===== config.mk =====
export PLATFORM = sky130hd
export DESIGN_NAME = jtcop_paldma_flat
export DESIGN_NICKNAME = d
export VERILOG_FILES = /design/src/rtl/jtcop_paldma_if.sv /design/src/rtl/jtcop_paldma.sv /design/src/flat_wrapper.sv
export SDC_FILE = /design/constraint.sdc
export NUM_CORES = 1
export LEC_CHECK = 0
export CAP_MARGIN = 20
export CORE_AREA = 4 4 79 81
export DETAILED_ROUTE_END_ITERATION = 8
export DIE_AREA = 0 0 83 85
export GPL_TIMING_DRIVEN = 0
export PLACE_DENSITY_LB_ADDON = 0.08
export SETUP_SLACK_MARGIN = 0.2
export SLEW_MARGIN = 15
export SYNTH_ARGS = -nofsm -noshare
export SYNTH_HDL_FRONTEND = slang
export SYNTH_SLANG_ARGS = --single-unit

===== constraint.sdc =====
create_clock -name clk -period 2.7 [get_ports clk]
set_input_delay 0.54 -clock clk [delete_from_list [all_inputs] [get_ports clk]]
set_output_delay 0.54 -clock clk [all_outputs]
set_load 0.05 [all_outputs]

===== src/rtl/jtcop_paldma_if.sv =====
// Bus bundle for the palette DMA sequencer: vblank/request inputs, the CPU
// palette write path, the buffer RAM read port, the palette RAM write port
// and status. The optional clr request line exists only when
// JTCOP_PALDMA_CLR_EN is defined.
// master: the DMA engine's view. slave: the surrounding system's view.
interface jtcop_paldma_if #(
    parameter int AW = 10,
    parameter int DW = 16
);
    logic          LVBL;
    logic          dma_req;
`ifdef JTCOP_PALDMA_CLR_EN
    logic          clr;
`endif
    logic [AW-1:0] cpu_addr;
    logic [DW-1:0] cpu_dout;
    logic [1:0]    cpu_we;
    logic          buf_cs;
    logic [AW-1:0] buf_addr;
    logic [DW-1:0] buf_dout;
    logic          buf_ok;
    logic [AW-1:0] pal_addr;
    logic [DW-1:0] pal_dout;
    logic [1:0]    pal_we;
    logic          busy;
    logic          done;

    modport master (
`ifdef JTCOP_PALDMA_CLR_EN
        input  clr,
`endif
        input  LVBL, dma_req, cpu_addr, cpu_dout, cpu_we, buf_dout, buf_ok,
        output buf_cs, buf_addr, pal_addr, pal_dout, pal_we, busy, done
    );

    modport slave (
`ifdef JTCOP_PALDMA_CLR_EN
        output clr,
`endif
        output LVBL, dma_req, cpu_addr, cpu_dout, cpu_we, buf_dout, buf_ok,
        input  buf_cs, buf_addr, pal_addr, pal_dout, pal_we, busy, done
    );
endinterface


===== src/rtl/jtcop_paldma.sv =====
// Palette DMA sequencer. A CPU request arms a copy of the whole palette
// (2^AW words) from the buffer RAM into the palette RAM, started at the next
// vblank start (LVBL falling edge). Direct CPU palette writes share the
// palette write port and always win; a DMA write blocked by the CPU is simply
// retried on the next cycle. Optional macro JTCOP_PALDMA_CLR_EN adds a clr
// request line that turns the transfer into a zero fill (no buffer reads).
module jtcop_paldma #(
    parameter int AW = 10,
    parameter int DW = 16
) (
    input  logic           clk,
    input  logic           rst,
    jtcop_paldma_if.master bus
);
    localparam logic [1:0] ST_IDLE    = 2'd0;
    localparam logic [1:0] ST_WAIT_VB = 2'd1;
    localparam logic [1:0] ST_READ    = 2'd2;
    localparam logic [1:0] ST_WRITE   = 2'd3;
    localparam logic [AW-1:0] LAST_WORD = {AW{1'b1}};

    logic [1:0]    state_q, state_d;
    logic          pending_q, pending_d;
    logic          clr_pend_q, clr_pend_d;   // request kind waiting with pending
    logic          clr_mode_q, clr_mode_d;   // kind of the transfer in flight
    logic          lvbl_q;
    logic [AW-1:0] cnt_q, cnt_d;
    logic [DW-1:0] data_q, data_d;
    logic [AW-1:0] pal_addr_q, pal_addr_d;
    logic [DW-1:0] pal_dout_q, pal_dout_d;
    logic [1:0]    pal_we_q, pal_we_d;
    logic          done_q, done_d;
    logic          vb_start;
    logic          req_clr;

`ifdef JTCOP_PALDMA_CLR_EN
    assign req_clr = bus.clr;
`else
    assign req_clr = 1'b0;
`endif

    assign vb_start     = lvbl_q & ~bus.LVBL;
    assign bus.buf_cs   = (state_q == ST_READ);
    assign bus.buf_addr = cnt_q;
    assign bus.pal_addr = pal_addr_q;
    assign bus.pal_dout = pal_dout_q;
    assign bus.pal_we   = pal_we_q;
    assign bus.busy     = (state_q != ST_IDLE);
    assign bus.done     = done_q;

    // Next-state logic: transfer FSM, then CPU override of the write port,
    // then request capture (a request is never lost, whatever the state).
    always_comb begin
        state_d    = state_q;
        pending_d  = pending_q;
        clr_pend_d = clr_pend_q;
        clr_mode_d = clr_mode_q;
        cnt_d      = cnt_q;
        data_d     = data_q;
        pal_addr_d = pal_addr_q;
        pal_dout_d = pal_dout_q;
        pal_we_d   = 2'b00;
        done_d     = 1'b0;

        case (state_q)
            ST_IDLE: begin
                if (pending_q) state_d = ST_WAIT_VB;
            end
            ST_WAIT_VB: begin
                // Only a fresh vblank start launches; never mid-vblank.
                if (vb_start) begin
                    cnt_d      = '0;
                    pending_d  = 1'b0;
                    clr_mode_d = clr_pend_q;
                    state_d    = clr_pend_q ? ST_WRITE : ST_READ;
                end
            end
            ST_READ: begin
                if (bus.buf_ok) begin
                    data_d  = bus.buf_dout;
                    state_d = ST_WRITE;
                end
            end
            ST_WRITE: begin
                // Port is free only when the CPU is not writing this cycle.
                if (bus.cpu_we == 2'b00) begin
                    pal_addr_d = cnt_q;
                    pal_dout_d = clr_mode_q ? '0 : data_q;
                    pal_we_d   = 2'b11;
                    if (cnt_q == LAST_WORD) begin
                        cnt_d   = '0;
                        done_d  = 1'b1;
                        state_d = ST_IDLE;
                    end else begin
                        cnt_d   = cnt_q + 1'b1;
                        state_d = clr_mode_q ? ST_WRITE : ST_READ;
                    end
                end
            end
            default: state_d = ST_IDLE;
        endcase

        if (bus.cpu_we != 2'b00) begin
            pal_addr_d = bus.cpu_addr;
            pal_dout_d = bus.cpu_dout;
            pal_we_d   = bus.cpu_we;
        end

        // Requests collapse; a clear anywhere in the batch makes it a clear.
        if (bus.dma_req) begin
            pending_d  = 1'b1;
            clr_pend_d = req_clr | (pending_q & clr_pend_q);
        end
    end

    // State and output registers with synchronous reset.
    always_ff @(posedge clk) begin
        if (rst) begin
            state_q    <= ST_IDLE;
            pending_q  <= 1'b0;
            clr_pend_q <= 1'b0;
            clr_mode_q <= 1'b0;
            lvbl_q     <= 1'b0;
            cnt_q      <= '0;
            data_q     <= '0;
            pal_addr_q <= '0;
            pal_dout_q <= '0;
            pal_we_q   <= 2'b00;
            done_q     <= 1'b0;
        end else begin
            state_q    <= state_d;
            pending_q  <= pending_d;
            clr_pend_q <= clr_pend_d;
            clr_mode_q <= clr_mode_d;
            lvbl_q     <= bus.LVBL;
            cnt_q      <= cnt_d;
            data_q     <= data_d;
            pal_addr_q <= pal_addr_d;
            pal_dout_q <= pal_dout_d;
            pal_we_q   <= pal_we_d;
            done_q     <= done_d;
        end
    end
endmodule


===== src/flat_wrapper.sv =====
// flat-port wrapper written by rule: the top's interface ports become plain ports
module jtcop_paldma_flat 
#(
    parameter int AW = 10,
    parameter int DW = 16
)
  (clk, rst, bus_LVBL, bus_dma_req, bus_cpu_addr, bus_cpu_dout, bus_cpu_we, bus_buf_dout, bus_buf_ok, bus_buf_cs, bus_buf_addr, bus_pal_addr, bus_pal_dout, bus_pal_we, bus_busy, bus_done);
  jtcop_paldma_if #(.AW(AW), .DW(DW)) bus_i ();
  input  logic clk;
  input  logic rst;
  input wire logic [$bits(bus_i.LVBL)-1:0] bus_LVBL;
  input wire logic [$bits(bus_i.dma_req)-1:0] bus_dma_req;
  input wire logic [$bits(bus_i.cpu_addr)-1:0] bus_cpu_addr;
  input wire logic [$bits(bus_i.cpu_dout)-1:0] bus_cpu_dout;
  input wire logic [$bits(bus_i.cpu_we)-1:0] bus_cpu_we;
  input wire logic [$bits(bus_i.buf_dout)-1:0] bus_buf_dout;
  input wire logic [$bits(bus_i.buf_ok)-1:0] bus_buf_ok;
  output wire logic [$bits(bus_i.buf_cs)-1:0] bus_buf_cs;
  output wire logic [$bits(bus_i.buf_addr)-1:0] bus_buf_addr;
  output wire logic [$bits(bus_i.pal_addr)-1:0] bus_pal_addr;
  output wire logic [$bits(bus_i.pal_dout)-1:0] bus_pal_dout;
  output wire logic [$bits(bus_i.pal_we)-1:0] bus_pal_we;
  output wire logic [$bits(bus_i.busy)-1:0] bus_busy;
  output wire logic [$bits(bus_i.done)-1:0] bus_done;
  assign bus_i.LVBL = bus_LVBL;
  assign bus_i.dma_req = bus_dma_req;
  assign bus_i.cpu_addr = bus_cpu_addr;
  assign bus_i.cpu_dout = bus_cpu_dout;
  assign bus_i.cpu_we = bus_cpu_we;
  assign bus_i.buf_dout = bus_buf_dout;
  assign bus_i.buf_ok = bus_buf_ok;
  assign bus_buf_cs = bus_i.buf_cs;
  assign bus_buf_addr = bus_i.buf_addr;
  assign bus_pal_addr = bus_i.pal_addr;
  assign bus_pal_dout = bus_i.pal_dout;
  assign bus_pal_we = bus_i.pal_we;
  assign bus_busy = bus_i.busy;
  assign bus_done = bus_i.done;
  jtcop_paldma #(.AW(AW), .DW(DW)) u_core (.clk(clk), .rst(rst), .bus(bus_i));
endmodule

==> results by group, run 1 <==
Drt
  • DR vias: 2594
  • Final ANT Viol Nets: 0
  • Residual DRC: 0
  • Detailed Routing Iterations Pass 1: 4
  • Final WL: 7.45 mm
  • Initial DRC count: 131
  • Via-to-Cell Ratio: 5.29
  • Avg WL per Cell: 15.2 um

GRT
  • First-pass GRT wire length: 12.0 mm
  • Initial antenna violation count: 0
  • Pin count of the biggest net entering global routing: 11
  • Gr ovfl total: 0
  • Gr usage total: 0.210
  • Vias in the first global route: 2463

Floorplan
  • Die height: 85 um
  • # rows: 27
  • Core Footprint: 0.00547 mm2
  • Initial cell density of the core: 0.478
  • Die area: 0.00706 mm2
  • Chip width: 83 um
  • Ports: 90

Worst setup path
  • CP max FO: 10
  • Critical Path AT: 1810 ps
  • Critical Path End Type: primary output
  • CP Launch Type: flop
  • Crit path kind: reg -> out
  • CP required: 2160 ps

Clock network
  • Setup Buffers After CTS: 0
  • Root buffer cell: clkbuf_8
  • Hold-fix buffers, CTS: 0
  • CTS HTree Levels: 3
  • Clk sink count: 61
  • CTS Buf Count: 9
  • Clk pin slew, worst setup/hold paths: 70 ps
  • Skew-Pair Late Insertion Delay: 340 ps
  • TritonCTS clock tree: built
  • Clock Tree Buf Depth: 2

Layout
  • Final core occ: 0.687
  • Commonest cells after routing, fill and taps aside: clkdlybuf4s50_1, dfxtp_1, nand2_1, a21oi_1, nor2_1
  • Layout cells sized above 1: 0.0766
  • FF/Latch Area: 0.00122 mm2
  • Final instance area: 0.00376 mm2
  • Fillers: 464
  • Commonest non-fill, non-tap cell in the layout: clkdlybuf4s50_1
  • Layout area overhead: 43.7%
  • Diode count: 0
  • Final nets: 463
  • Multi-input combinational cell area: 0.00126 mm2

Pwr
  • Power density over cell area: 545 mW/mm2
  • Peak supply drop: 376 uV
  • Leak: 1.25 nW
  • Total power: 0.00205 W

Synth
  • Yosys reg bits: 61
  • Gate Count Post-Synth: 314
  • Post-synth top area share: 0.467
  • Syn Nets: 364
  • Synth area leaders: dfxtp_1, a21oi_1, nand2_1
  • Distinct cells, synth: 31
  • Largest area contributor in the netlist: dfxtp_1
  • YS warnings: 0
  • FFs w/ async S/R, synth: 0
  • Post-Syn Area: 0.00262 mm2
  • Seq/Total Area, Yosys: 0.467
  • Post-synth EDFFs: 0
  • Main synth FF type: dfxtp_1
  • Syn_area_per_cell: 8.33 um2

Placement
  • Placed cell area: 0.00359 mm2
  • Number of buffers added on ports: 88
  • DP HPWL: 5.34 mm
  • GPL Wtd Cong: 0.811
  • Place WS: 276 ps

Timing
  • RSZ-0062 raised after global routing: no
  • Post-route minimum period: 2350 ps
  • Worst-margin pin slew: 621 ps
  • Period utilisation layout: 0.869
  • Final worst setup slack: 354 ps
  • Setup_tns: 0 ps
  • Setup-failing EPs final: 0
  • Max Transition Viols Final: 0
  • Clock Skews: 8.83 ps
  • Final Hold Viols: 0
  • Slew margin rel.: 0.585
  • Peak Freq: 426 MHz

Flow run
  • Number of max-cap violations: 0

Outcome
  • Run status: completed

Min path
  • HP Class: reg -> reg
## synth_stat cells, types with 3 or more instances
cell      number
nand3_1       14
clkbuf_1      17
a21oi_1       40
a211oi_1      21
nor3b_1       17
buf_2          6
inv_1          6
nor2_1        37
a311oi_1      11
xnor2_1        9
dfxtp_1       61
nand2_1       50
nor2b_1        3
## worst max-delay path, stage by stage (launching register included)
cell	delay, ps
dfxtp_1	300
buf_4	170
nor2b_2	170
clkdlybuf4s50_1	830
## per-layer routing
metal	global-route usage	vias to the layer above	part of all wire
li1	-	1292	-
met1	0.281	1212	0.46
met2	0.326	80	0.46
met3	0.0495	10	0.061
met4	0.0906	0	0.015
met5	0	-	0
## state kept, by name, summed over array words and instances (netlist names)
| register | flops |
|---|---|
| u_core.pending_q | 1 |
| u_core.clr_mode_q | 1 |
| u_core.lvbl_q | 1 |
| u_core.bus.pal_we | 2 |
| u_core.bus.done | 1 |
| u_core.bus.pal_dout | 16 |
| u_core.state_q | 2 |
| u_core.bus.buf_addr | 10 |
| u_core.data_q | 16 |
| u_core.clr_pend_q | 1 |
| u_core.bus.pal_addr | 10 |
## logic make-up (layout without fill, tap and decap cells)
kind of cell,after synthesis,in the layout,synth area share
AND/OR/NAND/NOR,134,134,0.251
adder cells (fa/ha/maj),1,1,0.00478
buffers and inverters,32,136,0.0502
AO/OA/AOI/OAI,77,77,0.198
flip-flops,61,61,0.467
XOR/XNOR,9,9,0.0301
## final timing paths
kind | start | cells after the start | endpoint | slack (ps)
setup / recovery | u_core.state_q[0] | 3 | bus_buf_cs | 350
hold / removal | u_core.data_q[7] | 2 | u_core.data_q[7] | 450
setup reg to reg | u_core.bus.buf_addr[0] | 5 | u_core.bus.buf_addr[6] | 850
hold reg to reg | u_core.data_q[7] | 2 | u_core.data_q[7] | 450
## report_power, final
part	switching, W	total, W	internal (W)
clock	0.000355	0.000734	0.000379
combinational	0.000210	0.000361	0.000152
sequential	0.0000190	0.000955	0.000936
total	0.000584	0.00205	0.00147
## through the flow
stage	cells	hold WS [ps]
after global placement	474	438
after global routing	490	471
final	490	453
after floorplan	314	432
after CTS	490	452
after detailed placement	474	442
## what timing repair did
action | CTS | global route
gates resized for setup | 2 | 1
setup endpoints to repair | 1 | 1
hold endpoints to repair | 0 | 0
## layout make-up
class                      instances  share of cell area
tap                               72              0.0240
sequential                        61               0.325
multi-input combinational        221               0.336
clock inverter                     4             0.00599
clock buffer                      12              0.0413
inverter                           6             0.00599
timing repair buffer              88               0.233
buffer                            26              0.0290
(Power assumes the default switching activity.)
==> run 2: changes to the inputs <==
--- a/constraint.sdc
+++ b/constraint.sdc
@@ -3,2 +3,2 @@
 set_output_delay 0.54 -clock clk [all_outputs]
-set_load 0.05 [all_outputs]
+set_load 0.02 [all_outputs]
==> results by group, run 2 (synthesis results as in run 1) <==
Outcome
  • Run status: completed

Floorplan
  • Die height: 85 um (unchanged)
  • Ports: 90 (unchanged)
  • # rows: 27 (unchanged)
  • Core Footprint: 0.00547 mm2 (unchanged)
  • Die area: 0.00706 mm2 (unchanged)
  • Initial cell density of the core: 0.478 (unchanged)
  • Chip width: 83 um (unchanged)

Placement
  • Placed cell area: 0.00359 mm2 (unchanged)
  • Number of buffers added on ports: 88 (unchanged)
  • GPL Wtd Cong: 0.811 (unchanged)
  • DP HPWL: 5.34 mm (unchanged)
  • # placed instances: 474 (unchanged)

Pwr
  • Power density over cell area: 524 mW/mm2 (-3.8%)
  • Logic gate share of total power: 0.147 (-0.029)
  • Sw Ratio: 0.257 (-0.0281)
  • Pint: 0.00147 W (+0.13%)
  • Leak: 1.25 nW (+0.14%)
  • Peak supply drop: 368 uV (-2.3%)
  • Clock power frac: 0.370 (+0.012)
  • Sequential share of power: 0.484 (+0.018)
  • NetSw: 0.000507 W (-13%)

Timing
  • Post-route minimum period: 2410 ps (+61.2 ps)
  • Final Hold Viols: 0 (unchanged)
  • Setup-failing EPs final: 0 (unchanged)
  • Setup_tns: 0 ps (unchanged)
  • Worst-margin pin slew: 650 ps (+29.2 ps)
  • Clock Skews: 8.60 ps (-0.228 ps)
  • Slew margin rel.: 0.565 (-0.0196)
  • RSZ-0062 raised after global routing: no
  • Peak Freq: 415 MHz (-2.5%)
  • Max Transition Viols Final: 0 (unchanged)
  • Period utilisation layout: 0.892 (+0.0227)

Worst setup path
  • Slowest-stage cell, CP: clkdlybuf4s50_1
  • CP required: 2160 ps (about the same)
  • Worst-path cell chain: clkbuf_4 > buf_2 > or2_2 > clkdlybuf4s50_1
  • CP Launch Type: flop
  • CP max FO: 10 (unchanged)
  • Largest delay share family, worst path: buffers and inverters
  • CP max stage delay: 590 ps (-240 ps)
  • Critical Path End Type: primary output
  • Critical Path AT: 1870 ps (+60 ps)
  • Crit path kind: reg -> out
  • Buf+Inv Stages, Crit Path: 3 (+1)

Clock network
  • Root buffer cell: clkbuf_8
  • TritonCTS clock tree: built
  • Clock Tree Buf Depth: 2 (unchanged)
  • Setup Buffers After CTS: 0 (unchanged)
  • Clk sink count: 61 (unchanged)
  • Skew-Pair Late Insertion Delay: 340 ps (about the same)
  • CTS HTree Levels: 3 (unchanged)
  • CTS Buf Count: 9 (unchanged)
  • Hold-fix buffers, CTS: 0 (unchanged)
  • Clk pin slew, worst setup/hold paths: 70 ps (about the same)

Drt
  • Detailed Routing Iterations Pass 1: 4 (unchanged)
  • Final WL: 7.43 mm (-0.34%)
  • Via-to-Cell Ratio: 5.28 (-0.34%)
  • Avg WL per Cell: 15.2 um (-0.13%)
  • Final ANT Viol Nets: 0 (unchanged)
  • Initial DRC count: 130 (-0.76%)
  • DR vias: 2580 (-0.54%)
  • Residual DRC: 0 (unchanged)

GRT
  • Gr ovfl total: 0 (unchanged)
  • First-pass GRT wire length: 12.0 mm (unchanged)
  • Pin count of the biggest net entering global routing: 11 (unchanged)
  • Gr usage total: 0.210 (unchanged)
  • Initial antenna violation count: 0 (unchanged)
  • Vias in the first global route: 2463 (unchanged)

Layout
  • Diode count: 0 (unchanged)
  • Final nets: 462 (-0.22%)
  • Commonest cells after routing, fill and taps aside: clkdlybuf4s50_1, dfxtp_1, nand2_1, a21oi_1, nor2_1
  • Layout area overhead: 43.9%
  • Commonest non-fill, non-tap cell in the layout: clkdlybuf4s50_1
  • Final instance area: 0.00376 mm2 (+0.13%)
  • Layout Cells excl Fill: 489 (-0.20%)
  • Layout cells sized above 1: 0.0767 (+0.000184)

Flow run
  • Number of max-cap violations: 0 (unchanged)

Min path
  • HP Class: reg -> reg
run 2: cell types whose count changed in the layout (fill, tap and decap cells not counted):
cell             before  now
clkbuf_1             18   16
clkbuf_4              0    1
clkbuf_2              1    0
clkdlybuf4s50_1      87   88
run 2: cell type report:
type	instances	area, um2
Clock buffer	12	155
Timing Repair Buffer	88	881
Buffer	25	109
Clock inverter	4	22.5
Multi-Input combinational cell	221	1260
Fill cell	462	1710
Inverter	6	22.5
Tap cell	72	90.1
Sequential cell	61	1220
run 2: power groups by stage:
stage / clock (W) / sequential [W] / combinational [W]
5_1_grt: 0.000784 / 0.000958 / 0.000310
2_1_floorplan: 0 / 0.00101 / 0.0000945
3_5_place_dp: 0 / 0.000974 / 0.000290
6_report: 0.000730 / 0.000955 / 0.000290
4_1_cts: 0.000740 / 0.000954 / 0.000292
3_3_place_gp: 0 / 0.000973 / 0.000288
run 2: path summary, 6_finish.rpt:
kind | startpoint | to | slack, ps | depth (start not counted)
worst max-delay path | u_core.state_q[1] | bus_busy | 290 | 4
worst min-delay path | u_core.data_q[6] | u_core.data_q[6] | 450 | 2
worst max register to register | u_core.bus.buf_addr[0] | u_core.bus.buf_addr[3] | 850 | 5
worst min register to register | u_core.data_q[6] | u_core.data_q[6] | 450 | 2
run 2: repair_timing:
item	4_1_cts	5_1_grt
pin swaps	0	0
endpoints found under the setup margin	1	1
gates resized for setup	1	2
run 2: worst reg2reg max path: stages, from the launching register on:
cell	delay (ps)
dfxtp_1	460
ha_1	230
nand3_2	130
or4_4	550
a2bb2oi_4	290
nor2_1	90
run 2: routing by layer:
metal / GRT usage / up-vias / share of wire / wire length, um
li1: - / 1288 / - / -
met5: 0 / - / 0 / 0
met2: 0.326 / 81 / 0.46 / 3400
met3: 0.0495 / 11 / 0.060 / 448
met1: 0.281 / 1200 / 0.46 / 3450
met4: 0.0906 / 0 / 0.017 / 125
run 2: through the flow:
step	power, W	setup WS [ps]	hold slack (ps)	util
3_3_place_gp	0.00126	347	438	0.655
3_5_place_dp	0.00126	310	442	0.655
5_1_grt	0.00205	205	471	0.688
4_1_cts	0.00199	208	452	0.688
2_1_floorplan	0.00110	930	432	-
6_report	0.00197	293	452	0.688
==> run 3: changes to the inputs <==
Settings changed: CORE_AREA 4 4 79 81 to 4 4 82 84, DIE_AREA 0 0 83 85 to 0 0 86 88, MAX_ROUTING_LAYER from default to met4.
Clock period 2.7 ns to 2.3 ns, I/O delays scaled along.
==> results by group, run 3 (synthesis results as in run 1) <==
Timing
  • Setup-failing EPs final: 0 (unchanged)
  • Final Hold Viols: 0 (unchanged)
  • Worst hold slack: 454 ps (+1.13 ps)
  • Clock Skews: 7.33 ps (-1.27 ps)
  • Worst-margin pin slew: 552 ps (-97.6 ps)
  • Period utilisation layout: 0.856
  • RSZ-0062 raised after global routing: no
  • Post-route minimum period: 1970 ps
  • Slew margin rel.: 0.632 (+0.0667)
  • Peak Freq: 508 MHz
  • Max Transition Viols Final: 0 (unchanged)

Drt
  • Residual DRC: 0 (unchanged)
  • Final WL: 7.72 mm (+4.0%)
  • Initial DRC count: 88 (-32%)
  • Final ANT Viol Nets: 0 (unchanged)
  • Avg WL per Cell: 15.7 um (+3.1%)
  • DR vias: 2632 (+2.0%)
  • Detailed Routing Iterations Pass 1: 4 (unchanged)
  • Via-to-Cell Ratio: 5.34 (+1.2%)

Pwr
  • Total power: 0.00255 W (+29%)
  • Peak supply drop: 400 uV (+8.9%)
  • Leak: 1.30 nW (+3.8%)
  • Power density over cell area: 668 mW/mm2 (+27%)

Floorplan
  • Chip width: 86 um (+3.6%)
  • Core Footprint: 0.00592 mm2 (+8.2%)
  • Ports: 90 (unchanged)
  • # rows: 28 (+3.7%)
  • Die area: 0.00757 mm2 (+7.3%)
  • Initial cell density of the core: 0.442 (-0.0362)
  • Die height: 88 um (+3.5%)

Worst setup path
  • Critical Path End Type: primary output
  • Crit path kind: reg -> out
  • Reg2reg path depth: 5 (unchanged)
  • CP max FO: 10 (unchanged)
  • CP required: 1840 ps (-320 ps)
  • CP Launch Type: flop
  • Critical Path AT: 1510 ps (-360 ps)

Placement
  • DP HPWL: 5.56 mm (+4.0%)
  • Number of buffers added on ports: 88 (unchanged)
  • GPL Wtd Cong: 0.823 (+1.6%)

Clock network
  • Clk sink count: 61 (unchanged)
  • CTS resizes: 5 (+4)
  • CTS HTree Levels: 3 (unchanged)
  • TritonCTS clock tree: built
  • Skew-Pair Late Insertion Delay: 340 ps (about the same)
  • CTS Buf Count: 9 (unchanged)
  • Root buffer cell: clkbuf_8
  • Clk pin slew, worst setup/hold paths: 70 ps (about the same)
  • Setup Buffers After CTS: 0 (unchanged)
  • Hold-fix buffers, CTS: 0 (unchanged)
  • Clock Tree Buf Depth: 2 (unchanged)

Layout
  • Multi-input combinational cell area: 0.00127 mm2 (+0.20%)
  • FF/Latch Area: 0.00122 mm2 (unchanged)
  • Commonest non-fill, non-tap cell in the layout: clkdlybuf4s50_1
  • Layout area overhead: 46.1%
  • Commonest cells after routing, fill and taps aside: clkdlybuf4s50_1, dfxtp_1, nand2_1, a21oi_1, nor2_1
  • Final nets: 463 (+0.22%)
  • Diode count: 0 (unchanged)
  • Fillers: 525 (+14%)
  • Layout cells sized above 1: 0.0837 (+0.00699)

GRT
  • Gr ovfl total: 0 (unchanged)
  • Gr usage total: 0.220 (+0.00983)
  • Initial antenna violation count: 0 (unchanged)
  • Vias in the first global route: 2543 (+3.2%)
  • First-pass GRT wire length: 12.6 mm (+4.9%)
  • Pin count of the biggest net entering global routing: 11 (unchanged)

Min path
  • HP Class: reg -> reg
  • Hold Path Depth: 2 (unchanged)

Outcome
  • Run status: completed

Flow run
  • Number of max-cap violations: 0 (unchanged)
## run 3: final timing paths
check / slack (ps) / endpoint / start
min: 450 / u_core.data_q[1] / u_core.data_q[1]
max reg2reg: 440 / u_core.bus.buf_addr[0] / u_core.bus.buf_addr[0]
min reg2reg: 450 / u_core.data_q[1] / u_core.data_q[1]
max: 330 / bus_busy / u_core.state_q[1]
## run 3: power breakdown
part | switching, W | internal (W) | total, W
logic | 0.000163 | 0.000179 | 0.000342
registers | 0.0000224 | 0.00110 | 0.00112
clock network | 0.000423 | 0.000666 | 0.00109
## run 3: cell type report
cell class | instances | share of cell area
Tap cell | 75 | 0.0246
Clock inverter | 4 | 0.0183
Clock buffer | 12 | 0.0406
Inverter | 6 | 0.00589
Sequential cell | 61 | 0.320
Timing Repair Buffer | 88 | 0.230
Multi-Input combinational cell | 221 | 0.331
Buffer | 26 | 0.0298
## run 3: critical path, cell delays in order, from the launching register on
cell and delay, ps:
dfxtp_1 350, buf_2 190, clkbuf_4 190, or2_2 280, clkbuf_2 160
## run 3: routing by layer
layer / wire, um / GRT usage
met2: 3490 / 0.328
met5: 0 / -
met1: 3630 / 0.299
met3: 471 / 0.0301
met4: 131 / 0.0906
## run 3: per-stage QoR
stage	setup TNS, ps	utilization	instance area (um2)	setup WS [ps]	instances
after floorplan	0	-	2620	530	314
after global placement	-14.2	0.607	3590	-12.1	477
after detailed placement	-1190	0.607	3590	-108	477
after CTS	0	0.645	3820	209	493
after global routing	0	0.645	3820	280	493
final	0	0.645	3820	332	493
